==> config.mk <==
export PLATFORM = sky130hd
export DESIGN_NAME = rs_alu_station_flat
export DESIGN_NICKNAME = d
export VERILOG_FILES = /design/src/rtl/rs_pkg.sv /design/src/rtl/rs_alu_station_if.sv /design/src/rtl/rs_age_select.sv /design/src/rtl/rs_alu_station.sv /design/src/flat_wrapper.sv
export SDC_FILE = /design/constraint.sdc
export NUM_CORES = 2
export LEC_CHECK = 0
export CAP_MARGIN = 20
export CORE_ASPECT_RATIO = 1.75
export CORE_UTILIZATION = 55
export CTS_CLUSTER_DIAMETER = 80
export CTS_CLUSTER_SIZE = 24
export DETAILED_ROUTE_END_ITERATION = 12
export GPL_TIMING_DRIVEN = 0
export PLACE_DENSITY = 0.74
export SLEW_MARGIN = 15
export SYNTH_ARGS = -nofsm -noshare
export SYNTH_HDL_FRONTEND = slang
export SYNTH_SLANG_ARGS = --single-unit
==> constraint.sdc <==
create_clock -name clk_in -period 88.5 [get_ports clk_in]
set_clock_uncertainty 0.05 [all_clocks]
set_input_delay 17.7 -clock clk_in [delete_from_list [all_inputs] [get_ports clk_in]]
set_output_delay 17.7 -clock clk_in [all_outputs]
set_load 0.01 [all_outputs]
==> src/rtl/rs_pkg.sv <==
// ---------------------------------------------------------------------------
// rs_pkg: types shared by the ALU reservation station, the decoder and the ALU.
//   - RS_TAG_W / RS_OP_W : ROB tag width and internal op-code width of the core
//   - alu_op_e           : 6-bit internal op-code encodings (ADD ... LUI)
//   - rs_entry_t         : one reservation-station slot
// ---------------------------------------------------------------------------
package rs_pkg;

    localparam int RS_TAG_W = 4;
    localparam int RS_OP_W  = 6;

    typedef enum logic [RS_OP_W-1:0] {
        OP_ADD   = 6'd0,
        OP_SUB   = 6'd1,
        OP_SLL   = 6'd2,
        OP_SLT   = 6'd3,
        OP_SLTU  = 6'd4,
        OP_XOR   = 6'd5,
        OP_SRL   = 6'd6,
        OP_SRA   = 6'd7,
        OP_OR    = 6'd8,
        OP_AND   = 6'd9,
        OP_ADDI  = 6'd10,
        OP_SLTI  = 6'd11,
        OP_SLTIU = 6'd12,
        OP_XORI  = 6'd13,
        OP_ORI   = 6'd14,
        OP_ANDI  = 6'd15,
        OP_SLLI  = 6'd16,
        OP_SRLI  = 6'd17,
        OP_SRAI  = 6'd18,
        OP_BEQ   = 6'd19,
        OP_BNE   = 6'd20,
        OP_BLT   = 6'd21,
        OP_BGE   = 6'd22,
        OP_BLTU  = 6'd23,
        OP_BGEU  = 6'd24,
        OP_JAL   = 6'd25,
        OP_JALR  = 6'd26,
        OP_AUIPC = 6'd27,
        OP_LUI   = 6'd28
    } alu_op_e;

    // One station slot. vj/vk are only meaningful once the matching *_pend
    // bit is clear; while pending, qj/qk name the producing ROB entry.
    typedef struct packed {
        logic                busy;
        logic [RS_OP_W-1:0]  op;
        logic [31:0]         vj;
        logic [31:0]         vk;
        logic                qj_pend;
        logic [RS_TAG_W-1:0] qj;
        logic                qk_pend;
        logic [RS_TAG_W-1:0] qk;
        logic [31:0]         imm;
        logic [31:0]         pc;
        logic [RS_TAG_W-1:0] tag;
    } rs_entry_t;

endpackage

==> src/rtl/rs_alu_station_if.sv <==
// ---------------------------------------------------------------------------
// rs_alu_station_if: dispatch, CDB and issue buses of the ALU station.
//   dispatch : disp_valid, disp_op, disp_vj/vk, disp_qj/qk(_valid),
//              disp_imm, disp_pc, disp_tag  -> full, count
//   CDB      : cdb_valid[NUM_CDB], flattened cdb_tag / cdb_data (ch 0 in LSBs)
//   issue    : issue_valid/issue_ready handshake plus issue_op/a/b/imm/pc/tag
// Modports: slave = the station, master = the surrounding pipeline.
// ---------------------------------------------------------------------------
interface rs_alu_station_if #(
    parameter int ROB_WIDTH = 4,
    parameter int RS_SIZE   = 8,
    parameter int NUM_CDB   = 2,
    parameter int OP_WIDTH  = 6
);
    localparam int CNT_W = $clog2(RS_SIZE) + 1;

    logic                          disp_valid;
    logic [OP_WIDTH-1:0]           disp_op;
    logic [31:0]                   disp_vj;
    logic [31:0]                   disp_vk;
    logic                          disp_qj_valid;
    logic                          disp_qk_valid;
    logic [ROB_WIDTH-1:0]          disp_qj;
    logic [ROB_WIDTH-1:0]          disp_qk;
    logic [31:0]                   disp_imm;
    logic [31:0]                   disp_pc;
    logic [ROB_WIDTH-1:0]          disp_tag;
    logic                          full;
    logic [CNT_W-1:0]              count;

    logic [NUM_CDB-1:0]            cdb_valid;
    logic [NUM_CDB*ROB_WIDTH-1:0]  cdb_tag;
    logic [NUM_CDB*32-1:0]         cdb_data;

    logic                          issue_valid;
    logic                          issue_ready;
    logic [OP_WIDTH-1:0]           issue_op;
    logic [31:0]                   issue_a;
    logic [31:0]                   issue_b;
    logic [31:0]                   issue_imm;
    logic [31:0]                   issue_pc;
    logic [ROB_WIDTH-1:0]          issue_tag;

    modport master (
        output disp_valid, disp_op, disp_vj, disp_vk, disp_qj_valid, disp_qk_valid,
               disp_qj, disp_qk, disp_imm, disp_pc, disp_tag,
               cdb_valid, cdb_tag, cdb_data, issue_ready,
        input  full, count, issue_valid, issue_op, issue_a, issue_b,
               issue_imm, issue_pc, issue_tag
    );

    modport slave (
        input  disp_valid, disp_op, disp_vj, disp_vk, disp_qj_valid, disp_qk_valid,
               disp_qj, disp_qk, disp_imm, disp_pc, disp_tag,
               cdb_valid, cdb_tag, cdb_data, issue_ready,
        output full, count, issue_valid, issue_op, issue_a, issue_b,
               issue_imm, issue_pc, issue_tag
    );

endinterface

==> src/rtl/rs_age_select.sv <==
// ---------------------------------------------------------------------------
// rs_age_select: age matrix and oldest-ready picker for N station slots.
//   clk_in, rst_in : clock, asynchronous active-high reset
//   en             : global enable (rdy_in); low holds the matrix
//   alloc          : one-hot slot allocated this edge (becomes youngest)
//   free           : slots released this edge (one-hot, or all on flush)
//   ready          : slots eligible for issue
//   grant          : one-hot oldest ready slot; grant_valid = any ready
// older_q[i][j] = 1 means slot i was allocated before slot j.
// ---------------------------------------------------------------------------
module rs_age_select #(
    parameter int N = 8
) (
    input  logic         clk_in,
    input  logic         rst_in,
    input  logic         en,
    input  logic [N-1:0] alloc,
    input  logic [N-1:0] free,
    input  logic [N-1:0] ready,
    output logic [N-1:0] grant,
    output logic         grant_valid
);

    logic [N-1:0] older_q [N];

    // NOTE: state is updated with non-blocking assignments so every bit of
    // the matrix sees the pre-edge values regardless of loop order.
    always_ff @(posedge clk_in or posedge rst_in) begin
        if (rst_in) begin
            for (int i = 0; i < N; i++) older_q[i] <= '0;
        end else if (en) begin
            for (int i = 0; i < N; i++) begin
                for (int j = 0; j < N; j++) begin
                    if (i != j) begin
                        if (alloc[i])      older_q[i][j] <= 1'b0; // new slot is youngest
                        else if (alloc[j]) older_q[i][j] <= 1'b1; // everyone predates it
                        else if (free[i])  older_q[i][j] <= 1'b0;
                    end
                end
            end
        end
    end

    // A ready slot wins when no other ready slot is older than it. Busy slots
    // form a total order, so at most one grant bit is set.
    // NOTE: every variable assigned here gets a default before any condition,
    // so no path leaves it holding a value (no latch).
    always_comb begin
        grant = '0;
        for (int i = 0; i < N; i++) begin
            logic blocked;
            blocked = 1'b0;
            for (int j = 0; j < N; j++) begin
                if (j != i && ready[j] && older_q[j][i]) blocked = 1'b1;
            end
            grant[i] = ready[i] && !blocked;
        end
    end

    assign grant_valid = |ready;

endmodule

==> src/rtl/rs_alu_station.sv <==
// ---------------------------------------------------------------------------
// rs_alu_station: reservation station between rename/dispatch and one ALU.
//   clk_in, rst_in : clock, asynchronous active-high reset
//   rdy_in         : global enable; low freezes every register
//   clear          : synchronous flush on mispredict (wins over everything)
//   bus (slave)    : dispatch in, CDB in, issue out (see rs_alu_station_if)
// Ops are written into the lowest free slot, capture operands from the CDB
// (also in the dispatch cycle), and the oldest ready slot is moved into the
// issue register whenever that register is empty or being consumed.
// ROB_WIDTH / OP_WIDTH must equal the core widths in rs_pkg.
// ---------------------------------------------------------------------------
module rs_alu_station
    import rs_pkg::*;
#(
    parameter int ROB_WIDTH = RS_TAG_W,
    parameter int RS_SIZE   = 8,
    parameter int NUM_CDB   = 2,
    parameter int OP_WIDTH  = RS_OP_W
) (
    input  logic             clk_in,
    input  logic             rst_in,
    input  logic             rdy_in,
    input  logic             clear,
    rs_alu_station_if.slave  bus
);

    localparam int CNT_W = $clog2(RS_SIZE) + 1;

    rs_entry_t            ent_q [RS_SIZE];
    rs_entry_t            ent_d [RS_SIZE];
    rs_entry_t            disp_ent;

    logic [RS_SIZE-1:0]   busy_vec;
    logic [RS_SIZE-1:0]   ready_vec;
    logic [RS_SIZE-1:0]   alloc_oh;
    logic [RS_SIZE-1:0]   free_oh;
    logic [RS_SIZE-1:0]   age_alloc;
    logic [RS_SIZE-1:0]   age_free;
    logic [RS_SIZE-1:0]   grant;
    logic                 grant_valid;

    logic                 accept;
    logic                 load_en;
    logic                 do_issue;
    logic [CNT_W-1:0]     count_q;
    logic [CNT_W-1:0]     count_d;
    logic                 full_q;

    logic [RS_OP_W-1:0]   sel_op;
    logic [31:0]          sel_vj, sel_vk, sel_imm, sel_pc;
    logic [RS_TAG_W-1:0]  sel_tag;

    logic                 iss_valid_q;
    logic [OP_WIDTH-1:0]  iss_op_q;
    logic [31:0]          iss_a_q, iss_b_q, iss_imm_q, iss_pc_q;
    logic [ROB_WIDTH-1:0] iss_tag_q;

    // Returns {hit, data} for a producer tag; scanning from the top channel
    // down lets the lowest matching channel overwrite the others.
    function automatic logic [32:0] cdb_lookup(
        input logic [ROB_WIDTH-1:0]         tag,
        input logic [NUM_CDB-1:0]           valid,
        input logic [NUM_CDB*ROB_WIDTH-1:0] tags,
        input logic [NUM_CDB*32-1:0]        data
    );
        logic [32:0] res;
        res = '0;
        for (int c = NUM_CDB - 1; c >= 0; c--) begin
            if (valid[c] && tags[c*ROB_WIDTH +: ROB_WIDTH] == tag)
                res = {1'b1, data[c*32 +: 32]};
        end
        return res;
    endfunction

    // ---------------- slot status and allocation ----------------
    always_comb begin
        logic found;
        found    = 1'b0;
        alloc_oh = '0;
        for (int i = 0; i < RS_SIZE; i++) begin
            busy_vec[i]  = ent_q[i].busy;
            ready_vec[i] = ent_q[i].busy && !ent_q[i].qj_pend && !ent_q[i].qk_pend;
            if (!ent_q[i].busy && !found) begin
                alloc_oh[i] = 1'b1;
                found       = 1'b1;
            end
        end
    end

    // full is registered and equals "no free slot", so alloc_oh is non-zero
    // whenever a dispatch is accepted.
    assign accept   = bus.disp_valid && !full_q;
    assign load_en  = !iss_valid_q || bus.issue_ready;
    assign do_issue = load_en && grant_valid;
    assign free_oh  = do_issue ? grant : '0;
    assign count_d  = count_q + CNT_W'(accept) - CNT_W'(do_issue);

    assign age_alloc = (accept && !clear) ? alloc_oh : '0;
    assign age_free  = clear ? '1 : free_oh;

    rs_age_select #(.N(RS_SIZE)) u_age (
        .clk_in      (clk_in),
        .rst_in      (rst_in),
        .en          (rdy_in),
        .alloc       (age_alloc),
        .free        (age_free),
        .ready       (ready_vec),
        .grant       (grant),
        .grant_valid (grant_valid)
    );

    // ---------------- incoming entry with dispatch-time bypass ----------------
    always_comb begin
        logic [32:0] hit_j, hit_k;
        hit_j = cdb_lookup(bus.disp_qj, bus.cdb_valid, bus.cdb_tag, bus.cdb_data);
        hit_k = cdb_lookup(bus.disp_qk, bus.cdb_valid, bus.cdb_tag, bus.cdb_data);

        disp_ent         = '0;
        disp_ent.busy    = 1'b1;
        disp_ent.op      = RS_OP_W'(bus.disp_op);
        disp_ent.vj      = bus.disp_vj;
        disp_ent.vk      = bus.disp_vk;
        disp_ent.qj_pend = bus.disp_qj_valid;
        disp_ent.qk_pend = bus.disp_qk_valid;
        disp_ent.qj      = RS_TAG_W'(bus.disp_qj);
        disp_ent.qk      = RS_TAG_W'(bus.disp_qk);
        disp_ent.imm     = bus.disp_imm;
        disp_ent.pc      = bus.disp_pc;
        disp_ent.tag     = RS_TAG_W'(bus.disp_tag);

        if (bus.disp_qj_valid && hit_j[32]) begin
            disp_ent.vj      = hit_j[31:0];
            disp_ent.qj_pend = 1'b0;
        end
        if (bus.disp_qk_valid && hit_k[32]) begin
            disp_ent.vk      = hit_k[31:0];
            disp_ent.qk_pend = 1'b0;
        end
    end

    // ---------------- per-slot next state: free, wakeup, allocate ----------------
    always_comb begin
        logic [32:0] hit_j, hit_k;
        for (int i = 0; i < RS_SIZE; i++) begin
            ent_d[i] = ent_q[i];
            hit_j    = cdb_lookup(ROB_WIDTH'(ent_q[i].qj), bus.cdb_valid, bus.cdb_tag, bus.cdb_data);
            hit_k    = cdb_lookup(ROB_WIDTH'(ent_q[i].qk), bus.cdb_valid, bus.cdb_tag, bus.cdb_data);
            if (free_oh[i]) begin
                ent_d[i].busy = 1'b0;
            end else if (ent_q[i].busy) begin
                if (ent_q[i].qj_pend && hit_j[32]) begin
                    ent_d[i].vj      = hit_j[31:0];
                    ent_d[i].qj_pend = 1'b0;
                end
                if (ent_q[i].qk_pend && hit_k[32]) begin
                    ent_d[i].vk      = hit_k[31:0];
                    ent_d[i].qk_pend = 1'b0;
                end
            end
            // alloc_oh only ever points at a slot that is not busy now, so a
            // slot freed by this edge's issue is never the target.
            if (accept && alloc_oh[i]) ent_d[i] = disp_ent;
        end
    end

    // ---------------- issue selection mux ----------------
    always_comb begin
        sel_op  = '0;
        sel_vj  = '0;
        sel_vk  = '0;
        sel_imm = '0;
        sel_pc  = '0;
        sel_tag = '0;
        for (int i = 0; i < RS_SIZE; i++) begin
            if (grant[i]) begin
                sel_op  = ent_q[i].op;
                sel_vj  = ent_q[i].vj;
                sel_vk  = ent_q[i].vk;
                sel_imm = ent_q[i].imm;
                sel_pc  = ent_q[i].pc;
                sel_tag = ent_q[i].tag;
            end
        end
    end

    // ---------------- state registers ----------------
    // NOTE: the slot array is fully reset rather than only its busy bits, so
    // the issue path never carries X after reset; the array is small.
    always_ff @(posedge clk_in or posedge rst_in) begin
        if (rst_in) begin
            for (int i = 0; i < RS_SIZE; i++) ent_q[i] <= '0;
            count_q     <= '0;
            full_q      <= 1'b0;
            iss_valid_q <= 1'b0;
            iss_op_q    <= '0;
            iss_a_q     <= '0;
            iss_b_q     <= '0;
            iss_imm_q   <= '0;
            iss_pc_q    <= '0;
            iss_tag_q   <= '0;
        end else if (rdy_in) begin
            if (clear) begin
                for (int i = 0; i < RS_SIZE; i++) ent_q[i].busy <= 1'b0;
                count_q     <= '0;
                full_q      <= 1'b0;
                iss_valid_q <= 1'b0;
            end else begin
                for (int i = 0; i < RS_SIZE; i++) ent_q[i] <= ent_d[i];
                count_q <= count_d;
                full_q  <= (count_d == CNT_W'(RS_SIZE));
                if (load_en) begin
                    iss_valid_q <= grant_valid;
                    if (grant_valid) begin
                        iss_op_q  <= OP_WIDTH'(sel_op);
                        iss_a_q   <= sel_vj;
                        iss_b_q   <= sel_vk;
                        iss_imm_q <= sel_imm;
                        iss_pc_q  <= sel_pc;
                        iss_tag_q <= ROB_WIDTH'(sel_tag);
                    end
                end
            end
        end
    end

    assign bus.full        = full_q;
    assign bus.count       = count_q;
    assign bus.issue_valid = iss_valid_q;
    assign bus.issue_op    = iss_op_q;
    assign bus.issue_a     = iss_a_q;
    assign bus.issue_b     = iss_b_q;
    assign bus.issue_imm   = iss_imm_q;
    assign bus.issue_pc    = iss_pc_q;
    assign bus.issue_tag   = iss_tag_q;

endmodule
==> src/flat_wrapper.sv <==
// flat-port wrapper written by rule: the top's interface ports become plain ports
module rs_alu_station_flat import rs_pkg::*;
#(
    parameter int ROB_WIDTH = RS_TAG_W,
    parameter int RS_SIZE   = 8,
    parameter int NUM_CDB   = 2,
    parameter int OP_WIDTH  = RS_OP_W
)
  (clk_in, rst_in, rdy_in, clear, bus_disp_valid, bus_disp_op, bus_disp_vj, bus_disp_vk, bus_disp_qj_valid, bus_disp_qk_valid, bus_disp_qj, bus_disp_qk, bus_disp_imm, bus_disp_pc, bus_disp_tag, bus_cdb_valid, bus_cdb_tag, bus_cdb_data, bus_issue_ready, bus_full, bus_count, bus_issue_valid, bus_issue_op, bus_issue_a, bus_issue_b, bus_issue_imm, bus_issue_pc, bus_issue_tag);
  rs_alu_station_if #(.ROB_WIDTH(ROB_WIDTH), .RS_SIZE(RS_SIZE), .NUM_CDB(NUM_CDB), .OP_WIDTH(OP_WIDTH)) bus_i ();
  input  logic clk_in;
  input  logic rst_in;
  input  logic rdy_in;
  input  logic clear;
  input wire logic [$bits(bus_i.disp_valid)-1:0] bus_disp_valid;
  input wire logic [$bits(bus_i.disp_op)-1:0] bus_disp_op;
  input wire logic [$bits(bus_i.disp_vj)-1:0] bus_disp_vj;
  input wire logic [$bits(bus_i.disp_vk)-1:0] bus_disp_vk;
  input wire logic [$bits(bus_i.disp_qj_valid)-1:0] bus_disp_qj_valid;
  input wire logic [$bits(bus_i.disp_qk_valid)-1:0] bus_disp_qk_valid;
  input wire logic [$bits(bus_i.disp_qj)-1:0] bus_disp_qj;
  input wire logic [$bits(bus_i.disp_qk)-1:0] bus_disp_qk;
  input wire logic [$bits(bus_i.disp_imm)-1:0] bus_disp_imm;
  input wire logic [$bits(bus_i.disp_pc)-1:0] bus_disp_pc;
  input wire logic [$bits(bus_i.disp_tag)-1:0] bus_disp_tag;
  input wire logic [$bits(bus_i.cdb_valid)-1:0] bus_cdb_valid;
  input wire logic [$bits(bus_i.cdb_tag)-1:0] bus_cdb_tag;
  input wire logic [$bits(bus_i.cdb_data)-1:0] bus_cdb_data;
  input wire logic [$bits(bus_i.issue_ready)-1:0] bus_issue_ready;
  output wire logic [$bits(bus_i.full)-1:0] bus_full;
  output wire logic [$bits(bus_i.count)-1:0] bus_count;
  output wire logic [$bits(bus_i.issue_valid)-1:0] bus_issue_valid;
  output wire logic [$bits(bus_i.issue_op)-1:0] bus_issue_op;
  output wire logic [$bits(bus_i.issue_a)-1:0] bus_issue_a;
  output wire logic [$bits(bus_i.issue_b)-1:0] bus_issue_b;
  output wire logic [$bits(bus_i.issue_imm)-1:0] bus_issue_imm;
  output wire logic [$bits(bus_i.issue_pc)-1:0] bus_issue_pc;
  output wire logic [$bits(bus_i.issue_tag)-1:0] bus_issue_tag;
  assign bus_i.disp_valid = bus_disp_valid;
  assign bus_i.disp_op = bus_disp_op;
  assign bus_i.disp_vj = bus_disp_vj;
  assign bus_i.disp_vk = bus_disp_vk;
  assign bus_i.disp_qj_valid = bus_disp_qj_valid;
  assign bus_i.disp_qk_valid = bus_disp_qk_valid;
  assign bus_i.disp_qj = bus_disp_qj;
  assign bus_i.disp_qk = bus_disp_qk;
  assign bus_i.disp_imm = bus_disp_imm;
  assign bus_i.disp_pc = bus_disp_pc;
  assign bus_i.disp_tag = bus_disp_tag;
  assign bus_i.cdb_valid = bus_cdb_valid;
  assign bus_i.cdb_tag = bus_cdb_tag;
  assign bus_i.cdb_data = bus_cdb_data;
  assign bus_i.issue_ready = bus_issue_ready;
  assign bus_full = bus_i.full;
  assign bus_count = bus_i.count;
  assign bus_issue_valid = bus_i.issue_valid;
  assign bus_issue_op = bus_i.issue_op;
  assign bus_issue_a = bus_i.issue_a;
  assign bus_issue_b = bus_i.issue_b;
  assign bus_issue_imm = bus_i.issue_imm;
  assign bus_issue_pc = bus_i.issue_pc;
  assign bus_issue_tag = bus_i.issue_tag;
  rs_alu_station #(.ROB_WIDTH(ROB_WIDTH), .RS_SIZE(RS_SIZE), .NUM_CDB(NUM_CDB), .OP_WIDTH(OP_WIDTH)) u_core (.clk_in(clk_in), .rst_in(rst_in), .rdy_in(rdy_in), .clear(clear), .bus(bus_i));
endmodule
# [Word-level counts from Yosys, hierarchy flattened]
# Index checks and enable logic that the tools add are counted.
# Widths: inputs -> output; s select.
[classes] reduce_logical=373 add_sub_neg=2 n_eq_ne=45 mux=373 bitwise=1
[op_table] op="$mux 32" count=50
[op_table] op="$mux 149" count=8
[op_table] op="$mux 33" count=36
[op_table] op="$mux 65" count=16
[op_table] op="$mux 1" count=243
[op_table] op="$reduce_bool 3->1" count=64
[op_table] op="$logic_and 1x1->1" count=152
[op_table] op="$eq 4x4->1" count=36
[op_table] op="$reduce_and 2->1" count=65
[op_table] op="$reduce_and 5->1" count=16
[op_table] op="$reduce_bool 2->1" count=25
[op_table] op="$mux 6" count=8
[op_table] op="$logic_not 1->1" count=40
[op_table] op="$mux 4" count=9
[op_table] op="$mux 8" count=3
[op_table] op="$reduce_and 3->1" count=8
[op_table] op="$ne 2x2->1 const B" count=8
[op_table] op="$reduce_or 8->1" count=1
[op_table] op="$add 4x1->4" count=1
[op_table] op="$eq 4x4->1 const B" count=1
[op_table] op="$reduce_and 4->1" count=1
[op_table] op="$sub 4x1->4" count=1
[op_table] op="$logic_or 1x1->1" count=1
[op_table] op="$not 1->1" count=1
[word_totals] register_bits=1392

# [Depth between registers and ports, before layout]
[depth] depth_word=24 ltp_mapped=14 mapped_depth_nobuf=12

# [Modules after synthesis]
# Synthesis repeated with hierarchy kept, for this count alone.
[unflattened] cells_unflattened=8426 hier_area_um2=76244.4
[modules_own_cells] mod="rs_alu_station" cells_per_inst=8174 seq_area_each_um2=33432.1 area_per_inst_um2=73545.5 instances=1
[modules_own_cells] mod="rs_age_select" cells_per_inst=252 seq_area_each_um2=1401.3 area_per_inst_um2=2698.8 instances=1

# [Worst setup path after synthesis]
# Ideal clock, no wire load.
[synth_path] path_kind="in2reg" from="in bus_cdb_tag[6]" to="reg u_core.ent_q[227] (netlist name)" slack_ns=68.776 setup_ns=0.125 n_path_buf=2 arrival_time_ns=19.549 path_stages=9 path_cell_list="buf_2 > xor2_1 > nor3_2 > and2_1 > o21ai_2 > buf_6 > a211oi_4 > o22ai_1 > mux2_2"
[synth_via] elab_chain_cells=8
[synth_rtl] item="start, declared" line_no="flat_wrapper.sv:27" source="input wire logic [$bits(bus_i.cdb_tag)-1:0] bus_cdb_tag;"
[synth_rtl] item="$eq 4x4->1" line_no="rs_alu_station.sv:69" source="if (valid[c] && tags[c*ROB_WIDTH +: ROB_WIDTH] == tag)"
[synth_rtl] item="$logic_and 1x1->1" line_no="rs_alu_station.sv:69"
[synth_rtl] item="$mux 33 (2 in a row)" line_no="rs_alu_station.sv:69"
[synth_rtl] item="$mux 32" line_no="rs_alu_station.sv:155" source="if (ent_q[i].qk_pend && hit_k[32]) begin"
[synth_rtl] item="$mux 65" line_no="rs_alu_station.sv:150" source="end else if (ent_q[i].busy) begin"
[synth_rtl] item="$mux 65" line_no="rs_alu_station.sv:148" source="if (free_oh[i]) begin"
[synth_rtl] item="$mux 149" line_no="rs_alu_station.sv:162" source="if (accept && alloc_oh[i]) ent_d[i] = disp_ent;"
# Several ways; a longest one is shown, not always the timed one. The select of a mux whose other input is x is not followed.
# A chain may end at the register's enable or synchronous reset.

# [Worst setup path in the final report]
[layout_path] from="in bus_disp_valid" to="reg u_core.ent_q[78] (netlist name)"
[layout_via] elab_chain_cells=4
[layout_rtl] item="start, declared" line_no="flat_wrapper.sv:15" source="input wire logic [$bits(bus_i.disp_valid)-1:0] bus_disp_valid;"
[layout_rtl] item="$logic_and 1x1->1 *" line_no="rs_alu_station.sv:92" source="assign accept = bus.disp_valid && !full_q;"
[layout_rtl] item="$logic_and 1x1->1 *" line_no="rs_alu_station.sv:162"
[layout_rtl] item="$ne 2x2->1 (no line) or $reduce_bool 2->1 (tied branches)"
[layout_rtl] item="$reduce_and 5->1 (no line)"
# Mark *: on every way between the ends. The rest lies on a longest branch, timed or not.

==> flow_metrics.tcl <==
set metrics [dict create \
    synth.distinct_cells 84 \
    critPathRequiredTime_ps 89070 \
    die-area_mm2 0.139 \
    setup_violations 0 \
    route.detailed.drc 0 \
    synth.top_cell.area_share_pct 45.9 \
    startpoint_type "input port" \
    cp_slowest_stage_delay_ps 920 \
    critical_path.cell_chain "clkdlybuf4s50_1, and4b_1, nand4_2, nor4bb_1, clkbuf_1, o21ai_1, clkbuf_1, clkbuf_1, nand2_1, o21ai_1" \
    cts_resized 0 \
    gp_congestion 1.08 \
    cp-startpoint "bus_disp_valid" \
    ys.flop_type "dfrtp_1" \
    finalWorstSetupSlack_ps 66950 \
    final_util_pct 61.2 \
    cts.path.max_buffers 3 \
    path_class "in -> reg" \
    crit_slowest_cell "clkbuf_1" \
    dieWidth_um 283 \
    cts_tree "done" \
    ys_ff_latch 1392 \
    fmax_mhz 46.4 \
    post-cts-setup-buffers 0 \
    rrSetupSlack_ps 83830 \
    drt_iter0_drc 10700 \
    worst_r2r_path_depth 9 \
    syn_area_per_cell_um2 8.81 \
    timing.rr.end "u_core.ent_q[78]$_DFFE_PP0P_" \
    clk_latency_ps 800 \
    maxCapViolCount 0 \
    hpwl_mm 262 \
    p_per_area_mw_per_mm2 20.8 \
    core_area_mm2 0.136 \
    synth.top_cells.by_count "nand2_1, dfrtp_1, nor2_1, a21oi_1, clkbuf_1" \
    vias 75000 \
    period_share_pct 24.3 \
    vias_per_cell 6.92 \
    io_pins 372 \
    root_buffer "clkbuf_16" \
    io_buffers 218 \
    min_path_type "reg -> reg" \
    worst_path_dominant_cell_family "buffers and inverters" \
    cpMostUsedCell "clkbuf_1" \
    async_flop_share_pct 100 \
    arrival_ps 22120 \
    crit_path_max_fanout 10 \
    worst_slew_pin_slew_ps 1420 \
    maxSlewHeadroom_pct 5.63 \
    ys_warn_count 0 \
    syn_inst 8610 \
    path_clk_slew_ps 100 \
    yosys-top-cells-area "dfrtp_1, nand2_1, mux2i_1, a21oi_1, nor2_1" \
    status "finished, final reports clean" \
    multiInputGateArea_mm2 0.0366 \
    cp_num_buf_inv 4 \
    syn_nets 8843 \
    nNetsFinal 9189 \
    overflow 0 \
    rows 179 \
    seqCellArea_mm2 0.0348 \
    grt_max_degree 115 \
    grt_pass1_wl_mm 518 \
    rr_startpoint "u_core.busy_vec[1]$_DFFE_PP0P_" \
    syn_area_mm2 0.0758 \
    synth_top_cell_by_area "dfrtp_1" \
    synth_most_common_cell "nand2_1" \
    grt_antenna_before_repair 77 \
    ctsHoldBuffers 0 \
    worstSetupEndpointType "register" \
    wl_per_cell_um 33.5 \
    rsz0062_at_grt "no" \
    ir_drop_v 0.0000183 \
    slew_violations 0 \
    leakagePower_nw 37.3 \
    area_delta_synth_final_pct 10.0 \
    ant_nets 0 \
    wl_mm 363 \
    finalHoldViolCount 0 \
    grt_pass1_vias 72000 \
    setup_tns_ps 0 \
    crit_path_end "u_core.ent_q[78]$_DFFE_PP0P_" \
    min_period_ps 21550 \
    drive_gt1_share_pct 11.2 \
    fillers 12100 \
    htree_levels 3 \
    pre_cts_slack_ps 66350 \
    ys_seq_area_share_pct 45.9 \
    cts.sinks 1392 \
    dr.pass1.iters 10 \
    grt.total_usage_pct 52.5 \
    crit_cells 10 \
    cts_made_buffers 69 \
    synth_edf_count 0 \
    die_h_um 493 \
    start_util_pct 55.6 \
]
==> report_power, final <==
group	internal [mW]	switching, mW
registers	0.762	0.109
logic	0.195	0.288
clock network	0.148	0.234
total	1.10	0.630
==> cells in the final DEF (no fill, tap or decap), types with 29 or more instances in the layout <==
cell	synthesis	final
clkdlybuf4s50_1	0	218
nand2_1	2381	2381
nand4_1	34	34
dfrtp_1	1392	1392
a2bb2oi_1	64	64
a211oi_4	30	30
o221ai_1	65	65
nor3_1	38	38
diode_2	0	67
o22ai_1	455	455
o2bb2ai_1	138	138
o22a_1	32	32
a22oi_1	174	174
o21ai_0	30	30
and3_1	33	33
buf_2	248	250
inv_1	33	32
mux2_2	198	198
buf_1	43	43
a2111oi_2	123	123
clkbuf_1	495	459
o21a_1	66	66
nand3_1	29	29
clkbuf_2	4	44
clkbuf_16	0	69
xnor2_1	37	37
xor2_1	95	95
buf_4	119	125
a221oi_1	138	138
mux2i_1	352	352
o21ai_1	74	74
nor2_1	783	778
a21oi_1	665	662
==> through the flow <==
stage / hold WS [ps] / instances / area (um^2) / power (mW)
floorplan: 389 / 8610 / 75800 / 1.11
global placement: 401 / 10600 / 80300 / 1.32
detailed placement: 407 / 10700 / 81000 / 1.33
CTS: 428 / 10800 / 82900 / 1.70
global route: 438 / 10800 / 83300 / 1.79
finish: 428 / 10800 / 83400 / 1.73
==> flip-flops by register name (all words and copies together), names as in the netlist, 6 cells and up <==
| name | cells |
|---|---|
| u_core.ent_q | 1184 |
| u_core.u_age.older_q | 56 |
| u_core.bus.issue_a | 32 |
| u_core.bus.issue_b | 32 |
| u_core.bus.issue_imm | 32 |
| u_core.bus.issue_pc | 32 |
| u_core.busy_vec | 8 |
| u_core.bus.issue_op | 6 |
==> layout make-up <==
type | count | area share (%)
inverters | 36 | 0.171
plain buffers | 917 | 5.16
well taps | 1810 | 2.71
clock buffers | 71 | 2.08
clock inverters | 13 | 0.229
repair buffers | 275 | 3.77
diodes | 67 | 0.201
flip-flops and latches | 1392 | 41.8
multi-input cells | 6265 | 43.9
==> kinds of logic (layout without fill, tap and decap cells) <==
kind of cell / after synthesis / count (layout) / share of synthesized area (%)
xor gates and xnor gates: 132 / 132 / 1.52
buffers and inverters: 953 / 1312 / 5.80
AOI/OAI and AO/OA: 2177 / 2177 / 21.0
adders and majority gates: 5 / 5 / 0.0924
DFF: 1392 / 1392 / 45.9
muxes: 551 / 551 / 7.60
and+or+nand+nor: 3400 / 3400 / 18.0
other: 0 / 67 / 0
==> how the worst min path moves through the flow <==
stage,from,slack [ps],end,cells past startpoint
5_1_grt,u_core.ent_q[165]$_DFFE_PP0P_,440,u_core.ent_q[165]$_DFFE_PP0P_,2
2_1_floorplan,u_core.u_age.older_q[38]$_DFFE_PP0P_,390,u_core.u_age.older_q[38]$_DFFE_PP0P_,2
3_3_place_gp,u_core.u_age.older_q[40]$_DFFE_PP0P_,400,u_core.u_age.older_q[40]$_DFFE_PP0P_,2
3_5_place_dp,u_core.u_age.older_q[36]$_DFFE_PP0P_,410,u_core.u_age.older_q[36]$_DFFE_PP0P_,2
6_report,u_core.ent_q[155]$_DFFE_PP0P_,430,u_core.ent_q[155]$_DFFE_PP0P_,2
4_1_cts,u_core.ent_q[158]$_DFFE_PP0P_,430,u_core.ent_q[158]$_DFFE_PP0P_,2
==> routing by layer <==
layer,vias to the layer above,routed length [um],share of wire (%),GRT usage [%]
met5,-,235,0.065,0
li1,30700,-,-,-
met3,2058,44500,12,21.6
met4,40,44600,12,51.9
met2,6036,158000,43,76.3
met1,36200,116000,32,56.6
==> worst min-delay path: stages, from the launching register on <==
cell	delay, ps
dfrtp_1	360
nand2_1	50
nand2_1	50
(Power assumes the default switching activity.)
